==> src/rtl/stopwatch_bcd.sv <==
// stopwatch_bcd: 4-digit packed-BCD stopwatch / countdown timer, format SS.hh.
//
// Parameters
//   TICK_DIV  clk cycles per hundredth (>= 2)
//   DEB_CYC   consecutive stable synchronized samples needed to accept a button level (>= 1)
//
// Ports
//   clk        single rising-edge clock
//   reset      asynchronous active-low reset
//   btn_start  raw button, each accepted press toggles run/stop
//   btn_clear  raw button, accepted press loads 0000 (up) or sanitized preset (down) and stops
//   dir        0 = count up, 1 = count down; sampled only while stopped
//   preset     packed BCD start value for down mode
//   value      registered packed BCD {d3,d2,d1,d0}, feeds the 7-segment driver sw[15:0]
//   running    counter active
//   done       one-cycle pulse when a countdown reaches 00.00
module stopwatch_bcd #(
  parameter int unsigned TICK_DIV = 1_000_000,
  parameter int unsigned DEB_CYC  = 2_000_000
) (
  input  logic        clk,
  input  logic        reset,
  input  logic        btn_start,
  input  logic        btn_clear,
  input  logic        dir,
  input  logic [15:0] preset,
  output logic [15:0] value,
  output logic        running,
  output logic        done
);

  localparam int unsigned DebW = $clog2(DEB_CYC + 1);
  localparam int unsigned PreW = $clog2(TICK_DIV);

  localparam logic [DebW-1:0] DebLast = DebW'(DEB_CYC);
  localparam logic [PreW-1:0] PreLast = PreW'(TICK_DIV - 1);

  typedef enum logic [0:0] {StStop, StRun} state_e;

  // ---------------------------------------------------------------------------
  // BCD helpers
  // ---------------------------------------------------------------------------
  function automatic logic [15:0] bcd_inc(input logic [15:0] v);
    logic [15:0] r;
    r = v;
    if (r[3:0] != 4'd9) begin
      r[3:0] = r[3:0] + 4'd1;
    end else begin
      r[3:0] = 4'd0;
      if (r[7:4] != 4'd9) begin
        r[7:4] = r[7:4] + 4'd1;
      end else begin
        r[7:4] = 4'd0;
        if (r[11:8] != 4'd9) begin
          r[11:8] = r[11:8] + 4'd1;
        end else begin
          r[11:8] = 4'd0;
          // 59.99 wraps to 00.00; lower digits are already zero here
          if (r[15:12] < 4'd5) r[15:12] = r[15:12] + 4'd1;
          else                 r[15:12] = 4'd0;
        end
      end
    end
    return r;
  endfunction

  function automatic logic [15:0] bcd_dec(input logic [15:0] v);
    logic [15:0] r;
    r = v;
    if (r[3:0] != 4'd0) begin
      r[3:0] = r[3:0] - 4'd1;
    end else begin
      r[3:0] = 4'd9;
      if (r[7:4] != 4'd0) begin
        r[7:4] = r[7:4] - 4'd1;
      end else begin
        r[7:4] = 4'd9;
        if (r[11:8] != 4'd0) begin
          r[11:8] = r[11:8] - 4'd1;
        end else begin
          r[11:8] = 4'd9;
          // Only reachable from 00.00 if something went wrong; stay in range
          if (r[15:12] != 4'd0) r[15:12] = r[15:12] - 4'd1;
          else                  r[15:12] = 4'd5;
        end
      end
    end
    return r;
  endfunction

  function automatic logic [15:0] bcd_sanitize(input logic [15:0] v);
    logic [15:0] r;
    r[3:0]   = (v[3:0]   > 4'd9) ? 4'd9 : v[3:0];
    r[7:4]   = (v[7:4]   > 4'd9) ? 4'd9 : v[7:4];
    r[11:8]  = (v[11:8]  > 4'd9) ? 4'd9 : v[11:8];
    r[15:12] = (v[15:12] > 4'd5) ? 4'd5 : v[15:12];
    return r;
  endfunction

  // ---------------------------------------------------------------------------
  // Button conditioning: index 0 = start, index 1 = clear
  // ---------------------------------------------------------------------------
  logic [1:0]            btn_raw;
  logic [1:0]            sync1_q, sync2_q;
  logic [1:0]            deb_q, deb_d;
  logic [1:0]            act_q, act_d;
  logic [1:0][DebW-1:0]  cnt_q, cnt_d;

  assign btn_raw = {btn_clear, btn_start};

  always_comb begin
    deb_d = deb_q;
    act_d = '0;
    cnt_d = cnt_q;
    for (int i = 0; i < 2; i++) begin
      if (sync2_q[i] == deb_q[i]) begin
        cnt_d[i] = '0;
      end else if (cnt_q[i] + DebW'(1) == DebLast) begin
        // Level held for DEB_CYC samples: accept it; only a rising edge acts
        cnt_d[i] = '0;
        deb_d[i] = sync2_q[i];
        act_d[i] = sync2_q[i];
      end else begin
        cnt_d[i] = cnt_q[i] + DebW'(1);
      end
    end
  end

  always_ff @(posedge clk or negedge reset) begin
    if (!reset) begin
      sync1_q <= '0;
      sync2_q <= '0;
      deb_q   <= '0;
      act_q   <= '0;
      cnt_q   <= '0;
    end else begin
      sync1_q <= btn_raw;
      sync2_q <= sync1_q;
      deb_q   <= deb_d;
      act_q   <= act_d;
      cnt_q   <= cnt_d;
    end
  end

  logic act_start, act_clear;
  assign act_start = act_q[0];
  assign act_clear = act_q[1];

  // ---------------------------------------------------------------------------
  // Datapath state
  // ---------------------------------------------------------------------------
  state_e          state_q, state_d;
  logic [15:0]     value_q, value_d;
  logic [PreW-1:0] pre_q, pre_d;
  logic            dir_q;
  logic            done_q, done_d;

  logic        tick;
  logic        step;
  logic        count_end;
  logic        start_blocked;
  logic [15:0] inc_val, dec_val;

  assign inc_val = bcd_inc(value_q);
  assign dec_val = bcd_dec(value_q);

  assign tick          = (state_q == StRun) && (pre_q == PreLast);
  // A start (stop) or clear on a tick cycle suppresses that count
  assign step          = tick && !act_start && !act_clear;
  assign count_end     = step && dir_q && (dec_val == 16'h0000);
  assign start_blocked = dir_q && (value_q == 16'h0000);

  // ---------------------------------------------------------------------------
  // Run/stop FSM
  // ---------------------------------------------------------------------------
  always_ff @(posedge clk or negedge reset) begin
    if (!reset) state_q <= StStop;
    else        state_q <= state_d;
  end

  always_comb begin
    state_d = state_q;
    case (state_q)
      StStop: begin
        if (act_start && !act_clear && !start_blocked) state_d = StRun;
      end
      StRun: begin
        if (act_clear || act_start || count_end) state_d = StStop;
      end
      default: state_d = StStop;
    endcase
  end

  always_comb begin
    running = (state_q == StRun);
  end

  // ---------------------------------------------------------------------------
  // Prescaler, value and done
  // ---------------------------------------------------------------------------
  always_comb begin
    pre_d = pre_q;
    if (act_clear) begin
      pre_d = '0;
    end else if (state_q == StRun) begin
      pre_d = tick ? '0 : pre_q + PreW'(1);
    end
  end

  always_comb begin
    value_d = value_q;
    if (act_clear) begin
      // Clear looks at the live dir input, not the latched one
      value_d = dir ? bcd_sanitize(preset) : 16'h0000;
    end else if (step) begin
      value_d = dir_q ? dec_val : inc_val;
    end
  end

  assign done_d = count_end;

  always_ff @(posedge clk or negedge reset) begin
    if (!reset) begin
      pre_q   <= '0;
      value_q <= 16'h0000;
      dir_q   <= 1'b0;
      done_q  <= 1'b0;
    end else begin
      pre_q   <= pre_d;
      value_q <= value_d;
      done_q  <= done_d;
      if (state_q == StStop) dir_q <= dir;
    end
  end

  assign value = value_q;
  assign done  = done_q;

endmodule

==> config.mk <==
export PLATFORM = sky130hd
export DESIGN_NAME = stopwatch_bcd
export DESIGN_NICKNAME = d
export VERILOG_FILES = /design/src/rtl/stopwatch_bcd.sv
export SDC_FILE = /design/constraint.sdc
export NUM_CORES = 1
export LEC_CHECK = 0
export CAP_MARGIN = 20
export CORE_ASPECT_RATIO = 1.4
export CORE_MARGIN = 5
export CORE_UTILIZATION = 40
export CTS_CLUSTER_SIZE = 25
export DETAILED_ROUTE_END_ITERATION = 8
export SLEW_MARGIN = 20
export SYNTH_ARGS = -nofsm -noshare
export SYNTH_HDL_FRONTEND = slang
export SYNTH_SLANG_ARGS = --single-unit
==> constraint.sdc <==
create_clock -name clk -period 3.62 [get_ports clk]
set_clock_uncertainty 0.15 [all_clocks]
set_input_delay 0.724 -clock clk [delete_from_list [all_inputs] [get_ports clk]]
set_output_delay 0.724 -clock clk [all_outputs]
set_load 0.05 [all_outputs]
* After elaboration in Yosys (flattened, before gate mapping)
Cells that the tools add are included.
Storage, ports and cells: bits in registers 89, latch bits 0, bits in writable memories 0, memory bits (read-only) 0, input bits 21, output and inout bits 18, logic and storage cells 107, memories kept 0
Cells by class: add/sub/neg operators 11, $mul 0, divide/modulo/power cells 0, order comparisons 5, eq/ne operators 11, shift operators 0, mux-type cells 36, bitwise gates (word level) 3, reductions and logical operators 26
Operators by type and width (count):
- 21-bit 2-to-1 mux | 4
- 16-bit 2-to-1 mux | 4
- 20-bit 2-to-1 mux | 3
- 4-bit 2-to-1 mux | 14
- 21-bit by 1-bit adder with 21-bit output (second input constant) | 2
- 21-bit == test (second input constant) | 2
- 16-bit zero test | 2
- 12-bit 2-to-1 mux | 2
- 20-bit by 1-bit adder with 20-bit output (second input constant) | 1
- 20-bit == test (second input constant) | 1
- 4-bit by 1-bit adder with 4-bit output (second input constant) | 4
- 8-bit 2-to-1 mux | 2
- 4-bit nonzero test | 4
- 4-bit by 1-bit subtractor with 4-bit output (second input constant) | 4
- 4-bit > comparator (second input constant) | 3
- 4-bit inequality test (second input constant) | 3
- 3-bit inequality test (second input constant) | 3
- 1-bit logical AND | 8
- 1-bit 2-to-1 mux | 6
- 2-bit AND reduction | 3
- 4-bit by 3-bit > comparator with 1-bit output (second input constant) | 1
- 4-bit by 3-bit less-than comparator with 1-bit output (second input constant) | 1
- 4-bit AND reduction | 1
- 2-bit nonzero test | 2
- 6 further kinds | 12

* Longest topological paths before layout
Gate-level depths: netlist of run 1.
depth in word-level cells 10, gate-level depth with buffers 9, depth with buffers taken out 8

* Least setup slack after synthesis of run 1
Ideal clock, no wire load.
kind register to register, start point reg value_q[0], in the netlist value[0], end point reg value_q[12], in the netlist value[12], arrival time 2.399 ns, required time 3.403 ns, path slack 1.004 ns, cell stages (with the launch flop) 7, cell sequence dfrtp_1 > or4_4 > nor4_2 > and2_1 > nor3_1 > a2111oi_0 > o32a_1
Between the ends: cells in the longest elaborated chain, start to end 5, elaborated cells on any way between the ends 8
RTL lines:
- from (decl) | RTL line 153 | logic [15:0] value_q, value_d;
- from (signal assigned) | RTL line 230 | value_q <= value_d;
- 4-bit nonzero test | RTL line 70 | if (r[3:0] != 4'd0) begin
- 12-bit 2-to-1 mux | RTL line 70
- 16-bit 2-to-1 mux | RTL line 216 | value_d = dir_q ? dec_val : inc_val;
- 16-bit 2-to-1 mux | RTL line 215 | end else if (step) begin
- 16-bit 2-to-1 mux | RTL line 212 | if (act_clear) begin
Several ways; a longest one is shown, not always the timed one. The select of a mux whose other input is x is not followed. A chain may end at the register's enable or synchronous reset.

* Final worst setup path of run 1
start point reg cnt_q[3] (netlist name), end point reg deb_q[0]
Between the ends: cells in the longest elaborated chain, start to end 3
RTL lines:
- from (decl) | RTL line 107 | logic [1:0][DebW-1:0] cnt_q, cnt_d;
- from (signal assigned) | RTL line 141 | cnt_q <= cnt_d;
- 21-bit by 1-bit adder with 21-bit output | RTL line 118 | end else if (cnt_q[i] + DebW'(1) == DebLast) begin
- 21-bit == test | RTL line 118
- 2-bit AND reduction (no line)
- to (signal assigned) | RTL line 133 | deb_q <= '0;
- to (signal assigned) | RTL line 139 | deb_q <= deb_d;
- to (decl) | RTL line 105 | logic [1:0] deb_q, deb_d;
Every way passes these cells.

==> metrics.cfg, run 1 <==
[logic_synthesis]
synth-seq-cells = 89
ys_types = 77
synth_edf_count = 0
ys.warnings.count = 0
synth_fp_nets = 688
yosysSeqAreaShare_pct = 39.3
syn_inst = 661
async_flop_share_pct = 100
syn-cell-area_um2 = 5660
ys.flop_type = dfrtp_1
syn_avg_cell_area_um2 = 8.57

[critical_path]
startpoint_type = flop
cpMaxStageDelayCell = and4bb_1
critPathMaxStageDelay_ps = 510
arrival_ps = 2920
crit_type = flop to flop
endpoint = deb_q[0]
timing.rr.end = deb_q[0]
r2r_setup_slack_ps = 770
r2r_cells = 6
rr_startpoint = cnt_q[3]
startpoint = cnt_q[3]
path_max_fanout = 10
worstPathCellList = nand4_4, or3_4, nor4b_1, o211ai_1, and4bb_1, mux2_4
critical_path_required_ps = 3690
critPathCaptureType = flop

[floorplanning]
core_um2 = 13900
die_w_um = 111
io_pins = 39
fp-row-count = 51
dieArea_um2 = 16700
initial_core_util_pct = 40.7
die_h_um = 151

[final_layout]
final_common_cell = nor2_1
fin_nets = 709
layout_common_cells = nor2_1 (97), dfrtp_1 (89), nand2_1 (54)
diodes = 0
fin_area_um2 = 6480
fillCellCount = 1396
drive_gt1_share_pct = 6.71
syn2layout_area_growth_pct = 14.4

[sta]
relSlewSlack_pct = 50.7
tns_ps = 0
hold_ws_ps = 199
worst_slack_ps = 771
drv_slew = 0
timing.fmax_mhz = 351
fin_crit_sh_pct = 78.7
final.min_clock_period_ps = 2850
final-hold-violation-count = 0
rsz0062_at_grt = no
tightest_slew_ps = 733
setup_viol = 0

[cts]
hold_buffers = 0
cts_buffers = 9
cts_sinks = 89
cts_tree = done
clock_latency_ps = 340
cts-htree-levels = 3
cts.path.max_buffers = 2
cts_resized = 0
cts_root_buffer = clkbuf_16
cts_post_setup_buffers_inserted = 0
path_clk_slew_ps = 70

[routing]
detail_route.wl_per_cell_um = 15.6
drt_iter0_drc = 180
vias_per_cell = 5.65
dr_total_vias = 4922
ant_nets = 0
dr.pass1.iters = 4
drc = 0
drt-total-wl_mm = 13.5

[global_route]
grt_use_met2_pct = 30.1
grt_util_met1_pct = 19.5
first_global_vias = 4854
grt_use_total_pct = 16.5
grt.overflow.total = 0
grt_pass1_wl_mm = 23.0
use_met3_pct = 2.80
grt_most_used_layer = met2
antenna_found_initial = 0
grt_max_degree = 50

[min_path]
holdCritPathClass = flop to flop

[placed_design]
hpwl_mm = 9.79
pre_cts_ws_ps = 817
port_buffers = 38
post_dp_cell_area_um2 = 6160
gp_congestion = 0.864

[pwr]
p_per_area_nw_per_um2 = 328
ir_worst_vdd_mv = 0.222
power_w = 0.00212
leakagePower_nw = 2.55

[run_status]
status = finished, final reports clean

[flow_run]
drv_cap = 0

[how the worst min path moves through the flow]
stage | start | to | slack [ps] | cells past startpoint
2_1_floorplan | sync1_q[0] | sync2_q[0] | 180 | 0
6_report | sync1_q[1] | sync2_q[1] | 200 | 0
3_5_place_dp | sync1_q[1] | sync2_q[1] | 190 | 0
5_1_grt | sync1_q[0] | sync2_q[0] | 220 | 0
3_3_place_gp | sync1_q[1] | sync2_q[1] | 180 | 0
4_1_cts | sync1_q[1] | sync2_q[1] | 200 | 0
[final cells by class]
class / instances / area, um^2 / share of cell area (%)
Sequential cell: 89 / 2230 / 34.4
Inverter: 19 / 71.3 / 1.10
Clock buffer: 11 / 243 / 3.75
Timing Repair Buffer: 44 / 423 / 6.53
Tap cell: 185 / 231 / 3.57
Clock inverter: 4 / 77.6 / 1.20
Multi-Input combinational cell: 519 / 3200 / 49.5
[where the power goes]
group          internal, W  switching [W]
Combinational    0.0000380      0.0000557
Sequential         0.00100     0.00000894
Clock             0.000623       0.000393
Total              0.00166       0.000458
[synthesized netlist by cell type (22+ instances only)]
cell type	n	area, um^2
a21oi_1	32	160
clkbuf_1	22	82.6
dfrtp_1	89	2230
nand2_1	54	203
nand3_1	28	140
nor2_1	97	364
nor3_1	24	120
nor4_1	22	138
o21ai_0	24	120
xnor2_1	33	289
xor2_1	27	236
[cell families after synthesis]
logic type	count (synthesis)	share of synthesized area [%]
AOI/OAI and AO/OA	124	14.5
xor gates and xnor gates	60	9.28
adders and majority gates	6	1.33
buffers and inverters	53	4.09
DFF	89	39.3
muxes	10	1.99
and+or+nand+nor	319	29.5
[metal layers]
metal  wire length (um)  up-vias
met5                  0        -
met4                272        0
li1                   -     2440
met1               5850     2384
met2               6990       77
met3                440       21
[per-stage QoR]
stage	util [%]	std cells
after floorplan	-	661
after global placement	44.3	856
after detailed placement	44.3	856
after CTS	46.6	871
after global routing	46.6	871
final	46.6	871
[sequential cells by signal, indices dropped and copies added (netlist names)]
name and cells:
pre_q 20, cnt_q 42, sync2_q 2, done 1
act_q 2, running 1, deb_q 2, value 16
dir_q 1, sync1_q 2
[worst max-delay path: cells and delay by family, from the launching register on]
kind,cells,cell delay [ps]
muxes,1,330
DFF,1,490
and+or+nand+nor,4,1580
AOI/OAI and AO/OA,1,180
No activity file was read; power rests on OpenSTA's default activity.
==> inputs of run 2 (changes only) <==
clock period = 2.4 ns   (was 3.62 ns; I/O delays follow)
==> run 2 against run 1 <==
Effect of this change:
- the run now ends with setup timing left
- setup slack lost 950 ps
- global-route usage up 1.6 points
- critical path depth did not move
- final cell count rose by 11%
- first-iteration DRC count grew 28%
- fmax is 11% higher
- utilization up 6.4 points
- clock power increased by 55%
- total power increased by 54%
- register-to-register slack got worse by 950 ps
- cell area up 14%
- sequential power increased by 50%
==> metrics.cfg, run 2 (synthesis results as in run 1) <==
[placed_design]
hpwl_mm = 10.8  ; +10%
port_buffers = 38  ; unchanged
gp_congestion = 0.912  ; +5.6%

[run_status]
failed_checks = setup timing
status = complete, but fails checks

[cts]
cts_buffers = 9  ; unchanged
path_clk_slew_ps = 60  ; about the same
cts-htree-levels = 3  ; unchanged
cts_tree = done
cts_sinks = 89  ; unchanged
clock_latency_ps = 350  ; about the same
cts_root_buffer = clkbuf_16
cts.path.max_buffers = 2  ; unchanged

[critical_path]
critPathMaxStageDelay_ps = 520  ; about the same
startpoint = cnt_q[5]
startpoint_type = flop
arrival_ps = 2660  ; -260 ps
r2r_setup_slack_ps = -170  ; -950 ps
cpMaxStageDelayCell = or4_1
crit_type = flop to flop
crit_path_frequent_cell = or4_1
critPathCaptureType = flop
critical_path_required_ps = 2480  ; -1210 ps
path_max_fanout = 2  ; -8
timing.rr.end = deb_q[0]
endpoint = deb_q[0]
worstPathCellList = or4_1, or4_1, a21oi_2, nand4_1, and4bb_1, mux2_4
r2r_cells = 6  ; unchanged
rr_startpoint = cnt_q[5]

[final_layout]
fillCellCount = 1330  ; -4.7%
final_common_cell = buf_4
multi_input_area_um2 = 3380  ; +5.6%
drive_gt1_share_pct = 22.8  ; +16 points
fin_nets = 800  ; +13%
top_register = cnt_q
syn2layout_area_growth_pct = 30.2
layout_common_cells = buf_4 (102), nor2_1 (96), dfrtp_1 (85)
register_area_um2 = 2230  ; +0.22%
largest_reg_flops = 42  ; unchanged
diodes = 0  ; unchanged
postLayoutCoreUtil_pct = 53.0  ; +6.4 points

[global_route]
antenna_found_initial = 0  ; unchanged
grt.overflow.total = 0  ; unchanged
grt_pass1_wl_mm = 25.0  ; +8.4%
first_global_vias = 5252  ; +8.2%
grt_max_degree = 54  ; +8.0%
grt_use_total_pct = 18.1  ; +1.6 points

[pwr]
clkPwrFrac_pct = 48.3  ; +0.4 points
swShare_pct = 22.5  ; +0.95 points
netSwitchingPower_w = 0.000736  ; +61%
ir_worst_vdd_mv = 0.385  ; +73%
internal-power_w = 0.00253  ; +52%
leakagePower_nw = 3.11  ; +22%
p_comb_share_pct = 5.0  ; +0.6 points
p_per_area_nw_per_um2 = 443  ; +35%
power_frac_seq_pct = 46.7  ; -1.0 points

[floorplanning]
initial_core_util_pct = 40.7  ; unchanged
dieArea_um2 = 16700  ; unchanged
die_w_um = 111  ; unchanged
core_um2 = 13900  ; unchanged
io_pins = 39  ; unchanged
die_h_um = 151  ; unchanged
fp-row-count = 51  ; unchanged

[routing]
detail_route.wl_per_cell_um = 15.5  ; about the same
vias_per_cell = 5.51  ; -2.4%
dr_total_vias = 5309  ; +7.9%
ant_nets = 0  ; unchanged
drt-total-wl_mm = 15.0  ; +11%
drc = 0  ; unchanged
dr.pass1.iters = 5  ; +1
drt_iter0_drc = 231  ; +28%

[sta]
final.min_clock_period_ps = 2570  ; -275 ps
final-hold-violation-count = 0  ; unchanged
fin_crit_sh_pct = 107  ; +29 points
timing.fmax_mhz = 388  ; +11%
worst_slack_ps = -174  ; -945 ps
relSlewSlack_pct = 61.9  ; +11 points
drv_slew = 0  ; unchanged
rsz0062_at_grt = yes
tightest_slew_ps = 572  ; -161 ps
setup_viol = 10  ; +10
hold_ws_ps = 199  ; -0.496 ps

[flow_run]
drv_cap = 0  ; unchanged

[min_path]
holdCritPathClass = flop to flop

## run 2: cell types whose count changed in the layout (fill, tap and decap cells not counted), moves of 3 or more
cell,change
buf_4,+95
dfrtp_2,+4
dfrtp_1,-4
dlymetal6s2s_1,+3
clkdlybuf4s50_1,-11
nor4_1,-6
nor4_2,+5
nor3_1,-3
## run 2: worst max-delay path, delay by kind of cell (launching register included)
| kind | cells | cell delay [ps] |
|---|---|---|
| AO/OA/AOI/OAI | 1 | 190 |
| flip-flops | 1 | 380 |
| AND/OR/NAND/NOR | 4 | 1430 |
| multiplexers | 1 | 310 |
## run 2: final cells by class
class / instances / share of cell area [%]
multi-input cells: 519 / 45.9
flip-flops and latches: 89 / 30.3
repair buffers: 135 / 15.3
clock buffers: 10 / 3.24
well taps: 185 / 3.14
clock inverters: 6 / 1.22
inverters: 19 / 0.967
## run 2: power by group through the flow
stage          combinational, W  sequential (W)  clock (W)
2_1_floorplan         0.0000615         0.00155          0
3_5_place_dp           0.000164         0.00155          0
4_1_cts                0.000166         0.00152    0.00161
5_1_grt                0.000184         0.00153    0.00168
3_3_place_gp           0.000161         0.00155          0
6_report               0.000165         0.00152    0.00158
## run 2: routing by layer
layer	up-vias	routed length, um	track usage [%]	part of all wire [%]
met5	-	0	0	0
met4	0	308	7.27	2.1
met3	30	456	2.88	3.0
met2	112	7860	33.4	52
met1	2565	6350	20.9	42
li1	2602	-	-	-
## run 2: worst min-delay path by stage
stage                     from          to  depth (start not counted)
finish              sync1_q[0]  sync2_q[0]                          0
global route        sync1_q[0]  sync2_q[0]                          0
CTS                 sync1_q[0]  sync2_q[0]                          0
global placement         reset    value[6]                          1
floorplan                reset    act_q[0]                          0
detailed placement       reset    value[6]                          1
## run 2: repair_timing
| item | CTS | global route |
|---|---|---|
| hold endpoints to repair | 5 | 0 |
| setup endpoints to repair | 9 | 40 |
| buffers inserted | 0 | 4 |
| pin swaps | 0 | 13 |
| hold buffers | 1 | 0 |
| resized for setup | 0 | 37 |
## run 2: through the flow
stage                     cells  area, um^2  setup WS (ps)  setup TNS (ps)  total power (W)
after floorplan             661        5690           -136            -160          0.00161
after global placement      942        6840           -120            -485          0.00171
after detailed placement    942        6840           -166            -938          0.00172
after CTS                   959        7170           -163            -924          0.00330
after global routing        963        7370           -251           -2510          0.00339
final                       963        7370           -174           -1080          0.00327
